==> config.mk <==
export PLATFORM = sky130hd
export DESIGN_NAME = serial_nibble_adder_flat
export DESIGN_NICKNAME = d
export VERILOG_FILES = /design/src/rtl/serial_nibble_adder_pkg.sv /design/src/rtl/serial_nibble_adder_if.sv /design/src/rtl/serial_nibble_adder_fourbitadder.sv /design/src/rtl/serial_nibble_adder.sv /design/src/flat_wrapper.sv
export SDC_FILE = /design/constraint.sdc
export NUM_CORES = 1
export LEC_CHECK = 0
export ABC_AREA = 1
export CORE_ASPECT_RATIO = 1.2
export CORE_UTILIZATION = 51
export CTS_BUF_LIST = sky130_fd_sc_hd__clkbuf_4 sky130_fd_sc_hd__clkbuf_8 sky130_fd_sc_hd__clkbuf_16
export DETAILED_ROUTE_END_ITERATION = 10
export PLACE_DENSITY = 0.8
export SETUP_SLACK_MARGIN = 0.05
export SLEW_MARGIN = 25
export SYNTH_ARGS = -nofsm -noshare
export SYNTH_HDL_FRONTEND = slang
export SYNTH_SLANG_ARGS = --single-unit
==> constraint.sdc <==
create_clock -name clk -period 3.2 [get_ports clk]
set_input_delay 0.64 -clock clk [delete_from_list [all_inputs] [get_ports clk]]
set_output_delay 0.64 -clock clk [all_outputs]
set_load 0.005 [all_outputs]
==> src/rtl/serial_nibble_adder_pkg.sv <==
// Shared types and constants for the serial nibble add/subtract unit.
package serial_add_pkg;

  typedef enum logic [1:0] {
    IDLE = 2'd0,
    RUN  = 2'd1,
    DONE = 2'd2
  } state_t;

  localparam int NIBBLE_W = 4;

endpackage

==> src/rtl/serial_nibble_adder_if.sv <==
// Operand/result handshake bundle between a producer/consumer and the serial adder.
interface serial_nibble_adder_if #(parameter int WIDTH = 16);

  logic             in_valid;
  logic             in_ready;
  logic [WIDTH-1:0] in_a;
  logic [WIDTH-1:0] in_b;
  logic             in_sub;
  logic             out_valid;
  logic             out_ready;
  logic [WIDTH-1:0] out_sum;
  logic             out_cout;
  logic             out_ovf;
  logic             busy;

  modport master (
    output in_valid, in_a, in_b, in_sub, out_ready,
    input  in_ready, out_valid, out_sum, out_cout, out_ovf, busy
  );

  modport slave (
    input  in_valid, in_a, in_b, in_sub, out_ready,
    output in_ready, out_valid, out_sum, out_cout, out_ovf, busy
  );

endinterface

==> src/rtl/serial_nibble_adder_fourbitadder.sv <==
// Team 4-bit ripple-carry adder slice; the serial adder reuses one instance every cycle.
module fourbitadder (
  input  logic       cin,
  input  logic [3:0] A,
  input  logic [3:0] B,
  output logic [3:0] S,
  output logic       Cout
);

  logic c;

  always_comb begin
    S = '0;
    c = cin;
    for (int i = 0; i < 4; i++) begin
      S[i] = A[i] ^ B[i] ^ c;
      c    = (A[i] & B[i]) | (c & (A[i] ^ B[i]));
    end
    Cout = c;
  end

endmodule

==> src/rtl/serial_nibble_adder.sv <==
// WIDTH-bit add/subtract computed one nibble per cycle, LSB first, on a shared 4-bit slice.
module serial_nibble_adder
  import serial_add_pkg::*;
#(
  parameter int WIDTH = 16
) (
  input logic                clk,
  input logic                rst,
  serial_nibble_adder_if.slave bus
);

  localparam int NIB  = WIDTH / NIBBLE_W;
  localparam int IDXW = (NIB > 1) ? $clog2(NIB) : 1;
  localparam logic [IDXW-1:0] LAST = IDXW'(NIB - 1);

  generate
    if ((WIDTH % NIBBLE_W) != 0 || WIDTH < NIBBLE_W) begin : g_bad_width
      $error("serial_nibble_adder: WIDTH must be a positive multiple of 4");
    end
  endgenerate

  state_t           state;
  logic [IDXW-1:0]  idx;
  logic             carry;
  logic [WIDTH-1:0] a_q;
  logic [WIDTH-1:0] b_q;
  logic [WIDTH-1:0] sum_q;
  logic             in_ready_q;
  logic             busy_q;
  logic             out_valid_q;

  logic [NIBBLE_W-1:0] a_nib;
  logic [NIBBLE_W-1:0] b_nib;
  logic [NIBBLE_W-1:0] s_nib;
  logic                cout_nib;

  // Steer the current nibble of each operand into the shared slice.
  always_comb begin
    a_nib = '0;
    b_nib = '0;
    for (int i = 0; i < NIB; i++) begin
      if (idx == IDXW'(i)) begin
        a_nib = a_q[NIBBLE_W*i +: NIBBLE_W];
        b_nib = b_q[NIBBLE_W*i +: NIBBLE_W];
      end
    end
  end

  fourbitadder u_slice (
    .cin  (carry),
    .A    (a_nib),
    .B    (b_nib),
    .S    (s_nib),
    .Cout (cout_nib)
  );

  always_ff @(posedge clk or posedge rst) begin
    if (rst) begin
      state       <= IDLE;
      idx         <= '0;
      carry       <= 1'b0;
      a_q         <= '0;
      b_q         <= '0;
      sum_q       <= '0;
      in_ready_q  <= 1'b1;
      busy_q      <= 1'b0;
      out_valid_q <= 1'b0;
    end else begin
      case (state)
        IDLE: begin
          if (bus.in_valid) begin
            // Subtraction is A + ~B + 1: the +1 rides in on the initial carry.
            a_q        <= bus.in_a;
            b_q        <= bus.in_sub ? ~bus.in_b : bus.in_b;
            carry      <= bus.in_sub;
            idx        <= '0;
            state      <= RUN;
            in_ready_q <= 1'b0;
            busy_q     <= 1'b1;
          end
        end
        RUN: begin
          for (int i = 0; i < NIB; i++) begin
            if (idx == IDXW'(i)) sum_q[NIBBLE_W*i +: NIBBLE_W] <= s_nib;
          end
          carry <= cout_nib;
          if (idx == LAST) begin
            idx         <= '0;
            state       <= DONE;
            busy_q      <= 1'b0;
            out_valid_q <= 1'b1;
          end else begin
            idx <= idx + 1'b1;
          end
        end
        DONE: begin
          if (bus.out_ready) begin
            state       <= IDLE;
            out_valid_q <= 1'b0;
            in_ready_q  <= 1'b1;
          end
        end
        default: begin
          state       <= IDLE;
          in_ready_q  <= 1'b1;
          busy_q      <= 1'b0;
          out_valid_q <= 1'b0;
        end
      endcase
    end
  end

  assign bus.in_ready  = in_ready_q;
  assign bus.busy      = busy_q;
  assign bus.out_valid = out_valid_q;
  assign bus.out_sum   = sum_q;
  assign bus.out_cout  = carry;
  assign bus.out_ovf   = (a_q[WIDTH-1] == b_q[WIDTH-1]) && (sum_q[WIDTH-1] != a_q[WIDTH-1]);

endmodule

==> src/flat_wrapper.sv <==
// flat-port wrapper written by rule: the top's interface ports become plain ports
module serial_nibble_adder_flat import serial_add_pkg::*;
#(
  parameter int WIDTH = 16
)
  (clk, rst, bus_in_valid, bus_in_a, bus_in_b, bus_in_sub, bus_out_ready, bus_in_ready, bus_out_valid, bus_out_sum, bus_out_cout, bus_out_ovf, bus_busy);
  serial_nibble_adder_if #(.WIDTH(WIDTH)) bus_i ();
  input logic clk;
  input logic rst;
  input wire logic [$bits(bus_i.in_valid)-1:0] bus_in_valid;
  input wire logic [$bits(bus_i.in_a)-1:0] bus_in_a;
  input wire logic [$bits(bus_i.in_b)-1:0] bus_in_b;
  input wire logic [$bits(bus_i.in_sub)-1:0] bus_in_sub;
  input wire logic [$bits(bus_i.out_ready)-1:0] bus_out_ready;
  output wire logic [$bits(bus_i.in_ready)-1:0] bus_in_ready;
  output wire logic [$bits(bus_i.out_valid)-1:0] bus_out_valid;
  output wire logic [$bits(bus_i.out_sum)-1:0] bus_out_sum;
  output wire logic [$bits(bus_i.out_cout)-1:0] bus_out_cout;
  output wire logic [$bits(bus_i.out_ovf)-1:0] bus_out_ovf;
  output wire logic [$bits(bus_i.busy)-1:0] bus_busy;
  assign bus_i.in_valid = bus_in_valid;
  assign bus_i.in_a = bus_in_a;
  assign bus_i.in_b = bus_in_b;
  assign bus_i.in_sub = bus_in_sub;
  assign bus_i.out_ready = bus_out_ready;
  assign bus_in_ready = bus_i.in_ready;
  assign bus_out_valid = bus_i.out_valid;
  assign bus_out_sum = bus_i.out_sum;
  assign bus_out_cout = bus_i.out_cout;
  assign bus_out_ovf = bus_i.out_ovf;
  assign bus_busy = bus_i.busy;
  serial_nibble_adder #(.WIDTH(WIDTH)) u_core (.clk(clk), .rst(rst), .bus(bus_i));
endmodule
==> Word level (Yosys, flattened, before mapping) <==
Cells that the tools add are included.
{ "classes": {"reduce_logical": 14, "muxes": 27, "bitwise": 24, "eq_ne": 10, "add_sub_neg": 1} }
{ "ops": {"columns": ["op", "count"], "rows": [
  ["4-bit 2-to-1 mux", 8],
  ["16-bit 2-to-1 mux", 1],
  ["16-bit NOT", 1],
  ["2-bit AND reduction", 6],
  ["3-bit AND reduction", 4],
  ["2-bit 2-to-1 mux", 5],
  ["1-bit case mux with 3 select lines", 3],
  ["1-bit AND", 8],
  ["1-bit bitwise XOR", 8],
  ["1-bit 2-to-1 mux", 7],
  ["2-bit equality test (second input constant)", 3],
  ["2-bit case mux with 3 select lines", 1],
  ["2-bit by 1-bit equality test with 1-bit output (second input constant)", 2],
  ["2-bit logical NOT", 2],
  ["2-bit != test (second input constant)", 2],
  ["1-bit bitwise OR", 4],
  ["2-bit case mux with 2 select lines", 1],
  ["1-bit NOT", 3],
  ["2-bit by 1-bit adder with 2-bit output (second input constant)", 1],
  ["2-bit by 1-bit != test with 1-bit output (second input constant)", 1],
  ["1-bit case mux with 2 select lines", 1],
  ["2-bit nonzero test", 1],
  ["1-bit equality test", 1],
  ["1-bit logical AND", 1],
  ["1-bit != test", 1]
]} }
{ "totals": {"regBits": 56, "out_inout_bits": 21, "word_cells": 88} }

==> Longest topological paths before layout <==
Gate-level depths: netlist of run 1.
{ "logic_depth": {"ltp_word": 15, "ltp_mapped": 16, "ltp_nobuf": 15} }

==> Hierarchy <==
A second synthesis of run 1 with hierarchy kept.
{ "hier_totals": {"cells_unflattened": 328, "area_unflattened_um2": 2742.6} }
{ "modules_own_cells": {"columns": ["mod", "instances", "cells_per_inst", "area_per_inst_um2"], "rows": [
  ["serial_nibble_adder", 1, 314, 2625.0],
  ["fourbitadder", 1, 14, 117.6]
]} }

==> Worst setup path after synthesis of run 1 <==
Ideal clock, no wire load.
{ "synth_timing": {"kind": "reg-to-reg", "from": "register u_core.idx[0]", "to": "register u_core.sum_q[11], in the netlist u_core.bus.out_sum[11]", "path_buffers": 1, "arrival_time_ns": 2.735, "stages_incl_launch_ff": 16, "synth_period_minus_slack_ns": 2.862, "slack_ns": 0.338, "cell_sequence": "dfrtp_1 > ha_1 > buf_4 > inv_1 > nand3_1 > nand2_1 > a21boi_0 > fa_1 > inv_1 > fa_1 > inv_1 > fa_1 > inv_1 > fa_1 > inv_1 > o21ai_0"} }
{ "synth_via": {"elab_chain_cells": 13} }
{ "synth_lines": {"columns": ["element", "line", "source"], "rows": [
  ["start, declared", "serial_nibble_adder.sv:23", "logic [IDXW-1:0] idx;"],
  ["start signal, assigned", "serial_nibble_adder.sv:93", "idx <= idx + 1'b1;"],
  ["2-bit logical NOT", "serial_nibble_adder.sv:42", "if (idx == IDXW'(i)) begin"],
  ["4-bit 2-to-1 mux (4 in a row)", "serial_nibble_adder.sv:42", null],
  ["1-bit bitwise XOR", "serial_nibble_adder_fourbitadder.sv:17", "c = (A[i] & B[i]) | (c & (A[i] ^ B[i]));"],
  ["1-bit AND", "serial_nibble_adder_fourbitadder.sv:17", null],
  ["1-bit bitwise OR", "serial_nibble_adder_fourbitadder.sv:17", null],
  ["1-bit AND", "serial_nibble_adder_fourbitadder.sv:17", null],
  ["1-bit bitwise OR", "serial_nibble_adder_fourbitadder.sv:17", null],
  ["1-bit AND", "serial_nibble_adder_fourbitadder.sv:17", null],
  ["1-bit bitwise OR", "serial_nibble_adder_fourbitadder.sv:17", null],
  ["1-bit bitwise XOR (*)", "serial_nibble_adder_fourbitadder.sv:16", "S[i] = A[i] ^ B[i] ^ c;"],
  ["named net u_core.s_nib[3]", "serial_nibble_adder.sv:34", "logic [NIBBLE_W-1:0] s_nib;"],
  ["end signal, assigned by index", "serial_nibble_adder.sv:84", "if (idx == IDXW'(i)) sum_q[NIBBLE_W*i +: NIBBLE_W] <= s_nib;"],
  ["end, declared", "serial_nibble_adder.sv:27", "logic [WIDTH-1:0] sum_q;"]
]} }
The timed path passes the listed nets; every way through them passes the cells marked *.
A chain may end at the register's enable or synchronous reset.

==> Final worst setup path of run 1 <==
{ "layout_timing": {"from": "register u_core.idx[1]", "to": "register u_core.sum_q[15], in the netlist u_core.bus.out_sum[15]"} }
The elaborated chain is that of the path after synthesis.

==> results of run 1 <==
[cell usage after synthesis, types with 2 or more instances]
master    number  area, sq um
fa_1           4         80.1
nor2_1         7         26.3
nand2_1      113          424
buf_2          5         25.0
o21ai_1       13         65.1
buf_6          4         45.0
o21ai_2        3         26.3
a21oi_1       15         75.1
inv_1         25         93.8
nand3_1       10         50.1
xnor2_1       16          140
dfrtp_1       55         1380
buf_4          2         15.0
a21boi_0       3         22.5
ha_1           4         50.1
o21ai_0       26          130
[metal layers]
metal	track usage (%)	vias up
li1	-	1102
met1	27.5	993
met3	5.49	17
met2	36.4	78
met4	13.3	0
met5	0	-
[worst min-delay path, stage by stage (launching register included)]
cell	delay, ns
dfstp_2	0.38
nand2_1	0.05
nand2_1	0.04
[final timing paths]
| check | slack (ns) | start | depth (start not counted) | endpoint |
|---|---|---|---|---|
| worst min register to register | 0.48 | u_core.bus.in_ready | 2 | u_core.bus.in_ready |
| min in group asynchronous | 0.81 | rst | 3 | u_core.a_q[8] |
| worst min-delay path | 0.48 | u_core.bus.in_ready | 2 | u_core.bus.in_ready |
| worst max register to register | 0.26 | u_core.idx[1] | 15 | u_core.bus.out_sum[15] |
| worst max-delay path | 0.26 | u_core.idx[1] | 15 | u_core.bus.out_sum[15] |
| max in group asynchronous | 1.90 | rst | 3 | u_core.idx[1] |
[cell type report]
type / instances / area, sq um
Fill cell: 449 / 1570
Sequential cell: 56 / 1410
Multi-Input combinational cell: 219 / 1170
Timing Repair Buffer: 62 / 608
Inverter: 27 / 104
Tap cell: 60 / 75.1
Clock buffer: 5 / 68.8
Clock inverter: 3 / 42.5
[what timing repair did]
action | in CTS | in global routing
resized for setup | 0 | 13
endpoints found under the setup margin | 0 | 9
buffers inserted | 0 | 1
[where the power goes]
| group | switching (mW) | internal (mW) | leakage [nW] |
|---|---|---|---|
| sequential | 0.229 | 1.05 | 0.694 |
| clock | 0.234 | 0.232 | 0.0541 |
| combinational | 0.983 | 0.754 | 0.885 |
[cell families (layout without fill, tap and decap cells)]
kind of cell / count (synthesis) / in the layout / share of synthesized area, %
AND/OR/NAND/NOR: 134 / 134 / 19.4
adder cells (fa/ha/maj): 8 / 8 / 4.76
AO/OA/AOI/OAI: 61 / 61 / 11.9
flip-flops: 56 / 56 / 51.3
buffers and inverters: 39 / 97 / 7.46
XOR/XNOR: 16 / 16 / 5.12
[per-stage QoR]
stage,setup slack (ns),util [%],cells
after floorplan,0.338,-,314
after global placement,0.258,65.6,423
after detailed placement,0.159,65.6,423
after CTS,0.111,67.8,431
after global routing,0.0189,68.8,432
final,0.256,68.8,432
[state kept, by name, indices dropped and copies added, names as in the netlist]
register	cells
u_core.b_q	16
u_core.bus.out_valid	1
u_core.a_q	16
u_core.bus.busy	1
u_core.bus.out_sum	16
u_core.state	2
u_core.bus.in_ready	1
u_core.bus.out_cout	1
u_core.idx	2
==> Flow_metrics.wiki, run 1 <==
{| class="wikitable"
! Metric !! Value
|-
| GRT Total Usage || between 20% and 30%
|-
| Number of clock sinks || 56
|-
| Final Hold Fails || 0
|-
| Commonest cells after routing, fill and taps aside || nand2_1 (113), clkdlybuf4s50_1 (57), dfrtp_1 (53)
|-
| CP max stage delay || 0.47 ns
|-
| H-Tree Level Count || 2
|-
| Crit Path Class || register to register
|-
| Chain of cells forming the critical path || inv_1, ha_4, buf_4, a21oi_1, nand2_1, a21boi_1, fa_1, inv_1, fa_1, inv_1, fa_1, inv_1, fa_1, inv_1, o21ai_0
|-
| Number of DRC violations after detailed routing || 0
|-
| Global-route wire length before repair || approximately 9300 microns
|-
| Detail Placement HPWL || about 4200 microns
|-
| Most common library cell in the layout ignoring fill and taps || nand2_1
|-
| CP delay by family, top || adder cells
|-
| Core region area || a little over 5000 sq um
|-
| Highest net fanout along the worst path || 6
|-
| Master of the slowest instance on the critical path || fa_1
|-
| Clock root cell || clkbuf_8
|-
| CTS Hold Bufs || 0
|-
| Inserted Clock Buffers || 5
|-
| Routed length on met2 || roughly 2800 microns
|-
| Post-synth EDFFs || 0
|-
| Flip-flop and latch count after synthesis || 56
|-
| Post-synthesis net count || about 360
|-
| Share of flip-flops with an asynchronous set or reset after synthesis || 100%
|-
| Worst-case clock buffer depth || 2
|-
| Fraction of the yosys area taken by sequential cells || ~51%
|-
| Non-Filler Cell Area, Final || 3470 sq um
|-
| Overall die height || roughly 82 microns
|-
| Final Total Pwr || between 3 and 4 mW
|-
| Number of global-route vias before repair || 2082
|-
| Summed negative setup slack over all endpoints || 0 ns
|-
| Wire length on met1 || 2500 microns
|-
| Most used cell, CP || inv_1
|-
| Net count, final || ~420
|-
| Number of instances in the synthesized netlist || roughly 310
|-
| CP arrival || ~3.2 ns
|-
| Final Wtd Congestion || roughly 0.95
|-
| Row count || 28
|-
| Clock tree from TritonCTS || done
|-
| Top achievable clock speed || 340 MHz
|-
| Status || finished, final reports clean
|-
| Category of the worst setup path launch point || register
|-
| Die ar. || roughly 5700 sq um
|-
| Number of DRC markers in iteration 0 || between 150 and 200
|-
| Leakage power summed over all cells || 1.63 nW
|-
| Instance area after placement || 3310 sq um
|-
| Normalized max-slew margin || between 50% and 60%
|-
| Hold Crit Class || register to register
|-
| Total Wirelength || between 5000 and 6000 microns
|-
| Setup crit end kind || register
|-
| DIE WIDTH || 68.9 microns
|-
| Routed met3 length || ~300 microns
|-
| Distinct cell type count after synthesis || 25
|-
| Combined area of all synthesized cells || between 2000 and 3000 sq um
|-
| Average footprint of a synthesized cell || just under 9 sq um
|-
| Effective utilization at floorplan || 54.2%
|-
| Worst Hold Margin || 0.476 ns
|-
| Vias after detailed routing || around 2200
|-
| Fraction of layout cells with a size suffix above 1 || under 10%
|-
| WP buf/inv || 6
|-
| Number of antenna violations at the first check in global routing || 0
|-
| Post-detailed-route count of antenna-violating nets || 0
|-
| Share of the clock period used by the worst path after layout || 92.0%
|-
| Top flip-flop cell by instance count after synthesis || dfrtp_1
|-
| DR WL/cell || approximately 13 microns
|-
| Synthesis-to-finish area growth || 26.9%
|-
| Count of input and output buffers || 57
|-
| Clock transition time at the flip-flop clock pins of the worst setup and hold paths || 0.10 ns
|-
| Warnings, synthesis || 0
|-
| Final critical-path required period || 2.94 ns
|-
| Antenna fix cells || 0
|-
| Drt pass-1 iters || 5
|-
| Highest metal layer used by the detailed router || met4
|-
| Transition at the pin with the smallest max-transition slack || approximately 0.7 ns
|-
| Power per cell area || 1000 nW/um^2
|-
| Final clock skew || between 0.006 and 0.007 ns
|-
| Congestion Overflow GR || 0
|-
| Required time of the worst setup path || roughly 3.5 ns
|-
| Top Ports || between 50 and 60
|-
| Max-slew violation total from the final report || 0
|-
| Largest net degree at the start of global routing || 57
|-
| Clock Latency Late Sink || 0.32 ns
|-
| Final setup violation count || 0
|-
| Max-cap violation count || 0
|-
| Setup repair after global routing missed its margin || no
|-
| Maximum ir drop on the vdd rail || around 420 uV
|-
| Average via count per standard cell || slightly above 5
|}
No activity file was read; power rests on OpenSTA's default activity.
==> run 2, diff against run 1 <==
- PLACE_DENSITY: 0.8 -> 0.92
==> Flow_metrics.wiki, run 2 (synthesis results as in run 1) <==
{| class="wikitable"
! Metric !! Value
|-
| Status || finished, final reports clean (unchanged)
|-
| Count of cells resized by post-cts repair || 0 (unchanged)
|-
| Net count, final || 416 (unchanged)
|-
| Top achievable clock speed || 340 MHz (about the same)
|-
| Global-route wire length before repair || 9200 microns (was 9330 microns)
|-
| Utilization of the core after routing || 68.1% (was 68.8%)
|-
| Post-detailed-route count of antenna-violating nets || 0 (unchanged)
|-
| Non-Filler Cell Area, Final || 3440 sq um (was 3470 sq um)
|-
| Final Hold Fails || 0 (unchanged)
|-
| Top Ports || 58 (unchanged)
|-
| Synthesis-to-finish area growth || 25.6% (was 26.9%)
|-
| Final clock skew || 0.00521 ns (was 0.00619 ns)
|-
| Crit Path Class || register to register (unchanged)
|-
| Max-slew violation total from the final report || 0 (unchanged)
|-
| H-Tree Level Count || 2 (unchanged)
|-
| Number of DRC markers in iteration 0 || 162 (was 184)
|-
| Transition at the pin with the smallest max-transition slack || 0.869 ns (was 0.684 ns)
|-
| Largest net degree at the start of global routing || 47 (was 57)
|-
| Met2 layer usage reported by global route || 37.2% (was 36.4%)
|-
| DR WL/cell || 13.1 microns (was 13.4 microns)
|-
| Final Total Pwr || 3.40 mW (was 3.48 mW)
|-
| Worst Hold Margin || 0.466 ns (was 0.476 ns)
|-
| Fill cell instance count of the final layout || 402 (was 449)
|-
| Hold Crit Class || register to register (unchanged)
|-
| Drt pass-1 iters || 5 (unchanged)
|-
| Instance area after placement || 3320 sq um (was 3310 sq um)
|-
| Clock transition time at the flip-flop clock pins of the worst setup and hold paths || 0.09 ns (was 0.10 ns)
|-
| Instance count after placement with tap cells included || 424 (was 423)
|-
| Final worst-path setup slack || 0.258 ns (was 0.256 ns)
|-
| Vias after detailed routing || 2283 (was 2190)
|-
| Category of the worst setup path launch point || register (unchanged)
|-
| Worst-case clock buffer depth || 2 (unchanged)
|-
| Final Wtd Congestion || 0.912 (was 0.945)
|-
| Maximum ir drop on the vdd rail || 405 uV (was 420 uV)
|-
| Power per cell area || 989 nW/um^2 (was 1000 nW/um^2)
|-
| Clock Latency Late Sink || 0.31 ns (was 0.32 ns)
|-
| Number of antenna violations at the first check in global routing || 0 (unchanged)
|-
| Clock root cell || clkbuf_8 (unchanged)
|-
| Inserted Clock Buffers || 5 (unchanged)
|-
| Antenna fix cells || 0 (unchanged)
|-
| Count of input and output buffers || 57 (unchanged)
|-
| Setup bufs post-CTS || 0 (unchanged)
|-
| Clock tree from TritonCTS || done (unchanged)
|-
| Highest net fanout along the worst path || 7 (was 6)
|-
| Most common library cell in the layout ignoring fill and taps || nand2_1 (unchanged)
|-
| Commonest cells after routing, fill and taps aside || nand2_1 (113), clkdlybuf4s50_1 (57), dfrtp_1 (55) (was nand2_1 (113), clkdlybuf4s50_1 (57), dfrtp_1 (53))
|-
| Total Wirelength || 5670 microns (was 5800 microns)
|-
| Setup slack at placement || 0.169 ns (was 0.159 ns)
|-
| Normalized max-slew margin || 41.9% (was 54.4%)
|-
| Number of global-route vias before repair || 1991 (was 2082)
|-
| Effective utilization at floorplan || 54.2% (unchanged)
|-
| Global routing usage on met3 || 3.57% (was 5.49%)
|-
| Row count || 28 (unchanged)
|-
| DIE WIDTH || 68.9 microns (unchanged)
|-
| GRT Total Usage || 22.2% (was 22.7%)
|-
| Share of the clock period used by the worst path after layout || 91.9% (was 92.0%)
|-
| Top Usage Layer GRT || met2 (unchanged)
|-
| CP arrival || 3.13 ns (was 3.19 ns)
|-
| Die ar. || 5660 sq um (unchanged)
|-
| Number of clock sinks || 56 (unchanged)
|-
| Final cell count without fillers || 432 (unchanged)
|-
| Congestion Overflow GR || 0 (unchanged)
|-
| Average via count per standard cell || 5.28 (was 5.07)
|-
| CTS Hold Bufs || 0 (unchanged)
|-
| Leakage power summed over all cells || 1.63 nW (about the same)
|-
| Required time of the worst setup path || 3.39 ns (was 3.45 ns)
|-
| Number of DRC violations after detailed routing || 0 (unchanged)
|-
| Overall die height || 82.2 microns (unchanged)
|-
| Final setup violation count || 0 (unchanged)
|-
| GR Util met1 || 28.3% (was 27.5%)
|-
| Setup crit end kind || register (unchanged)
|-
| Setup repair after global routing missed its margin || no (unchanged)
|-
| Fraction of layout cells with a size suffix above 1 || 7.80% (was 8.33%)
|-
| Final critical-path required period || 2.94 ns (about the same)
|-
| Max-cap violation count || 0 (unchanged)
|-
| Detail Placement HPWL || 4240 microns (was 4160 microns)
|-
| Summed negative setup slack over all endpoints || 0 ns (unchanged)
|-
| Core region area || 5040 sq um (unchanged)
|}
[run 2: cell count changes in the layout (fill, tap and decap cells not counted), moves of 2 or more]
cell     before  now
dfrtp_1      53   55
dfrtp_2       2    0
ha_2          1    3
ha_4          3    1
[run 2: power breakdown]
part | switching [mW] | internal [mW] | leakage [nW]
Sequential | 0.226 | 1.05 | 0.696
Clock | 0.214 | 0.185 | 0.0479
Combinational | 0.981 | 0.745 | 0.881
Total | 1.42 | 1.98 | 1.63
[run 2: final timing paths]
check / cells after the start / end / slack [ns] / from
worst max-delay path: 15 / u_core.bus.out_sum[15] / 0.26 / u_core.idx[1]
worst min-delay path: 2 / u_core.bus.in_ready / 0.47 / u_core.bus.in_ready
worst max register to register: 15 / u_core.bus.out_sum[15] / 0.26 / u_core.idx[1]
worst min register to register: 2 / u_core.bus.in_ready / 0.47 / u_core.bus.in_ready
max in group asynchronous: 3 / u_core.bus.in_ready / 2.17 / rst
min in group asynchronous: 3 / u_core.a_q[12] / 0.71 / rst
[run 2: layer usage]
| layer | wire length [microns] | vias up |
|---|---|---|
| met5 | 0 | - |
| met4 | 155 | 0 |
| met3 | 274 | 18 |
| met2 | 2800 | 86 |
| met1 | 2440 | 1079 |
| li1 | - | 1100 |
[run 2: cell type report]
type	instances	area (sq um)	share of cell area (%)
Sequential cell	56	1400	40.8
Clock inverter	1	7.51	0.218
Clock buffer	7	90.1	2.62
Timing Repair Buffer	62	608	17.7
Inverter	27	104	3.02
Multi-Input combinational cell	219	1150	33.4
Tap cell	60	75.1	2.18
[run 2: critical path: stages (launching register included)]
cell and delay [ns]:
dfrtp_1 0.46, inv_1 0.12, ha_2 0.27, buf_4 0.15, a21oi_1 0.06, nand2_1 0.06, a21boi_1 0.07, fa_1 0.36
inv_1 0.07, fa_1 0.15, inv_1 0.05, fa_1 0.35, inv_1 0.07, fa_1 0.41, inv_2 0.08, o21ai_0 0.08
==> run 3, diff against run 2 <==
- CAP_MARGIN: default -> 20
==> results of run 3 <==
Final layout, timing and power as in run 2 (identical DEF).
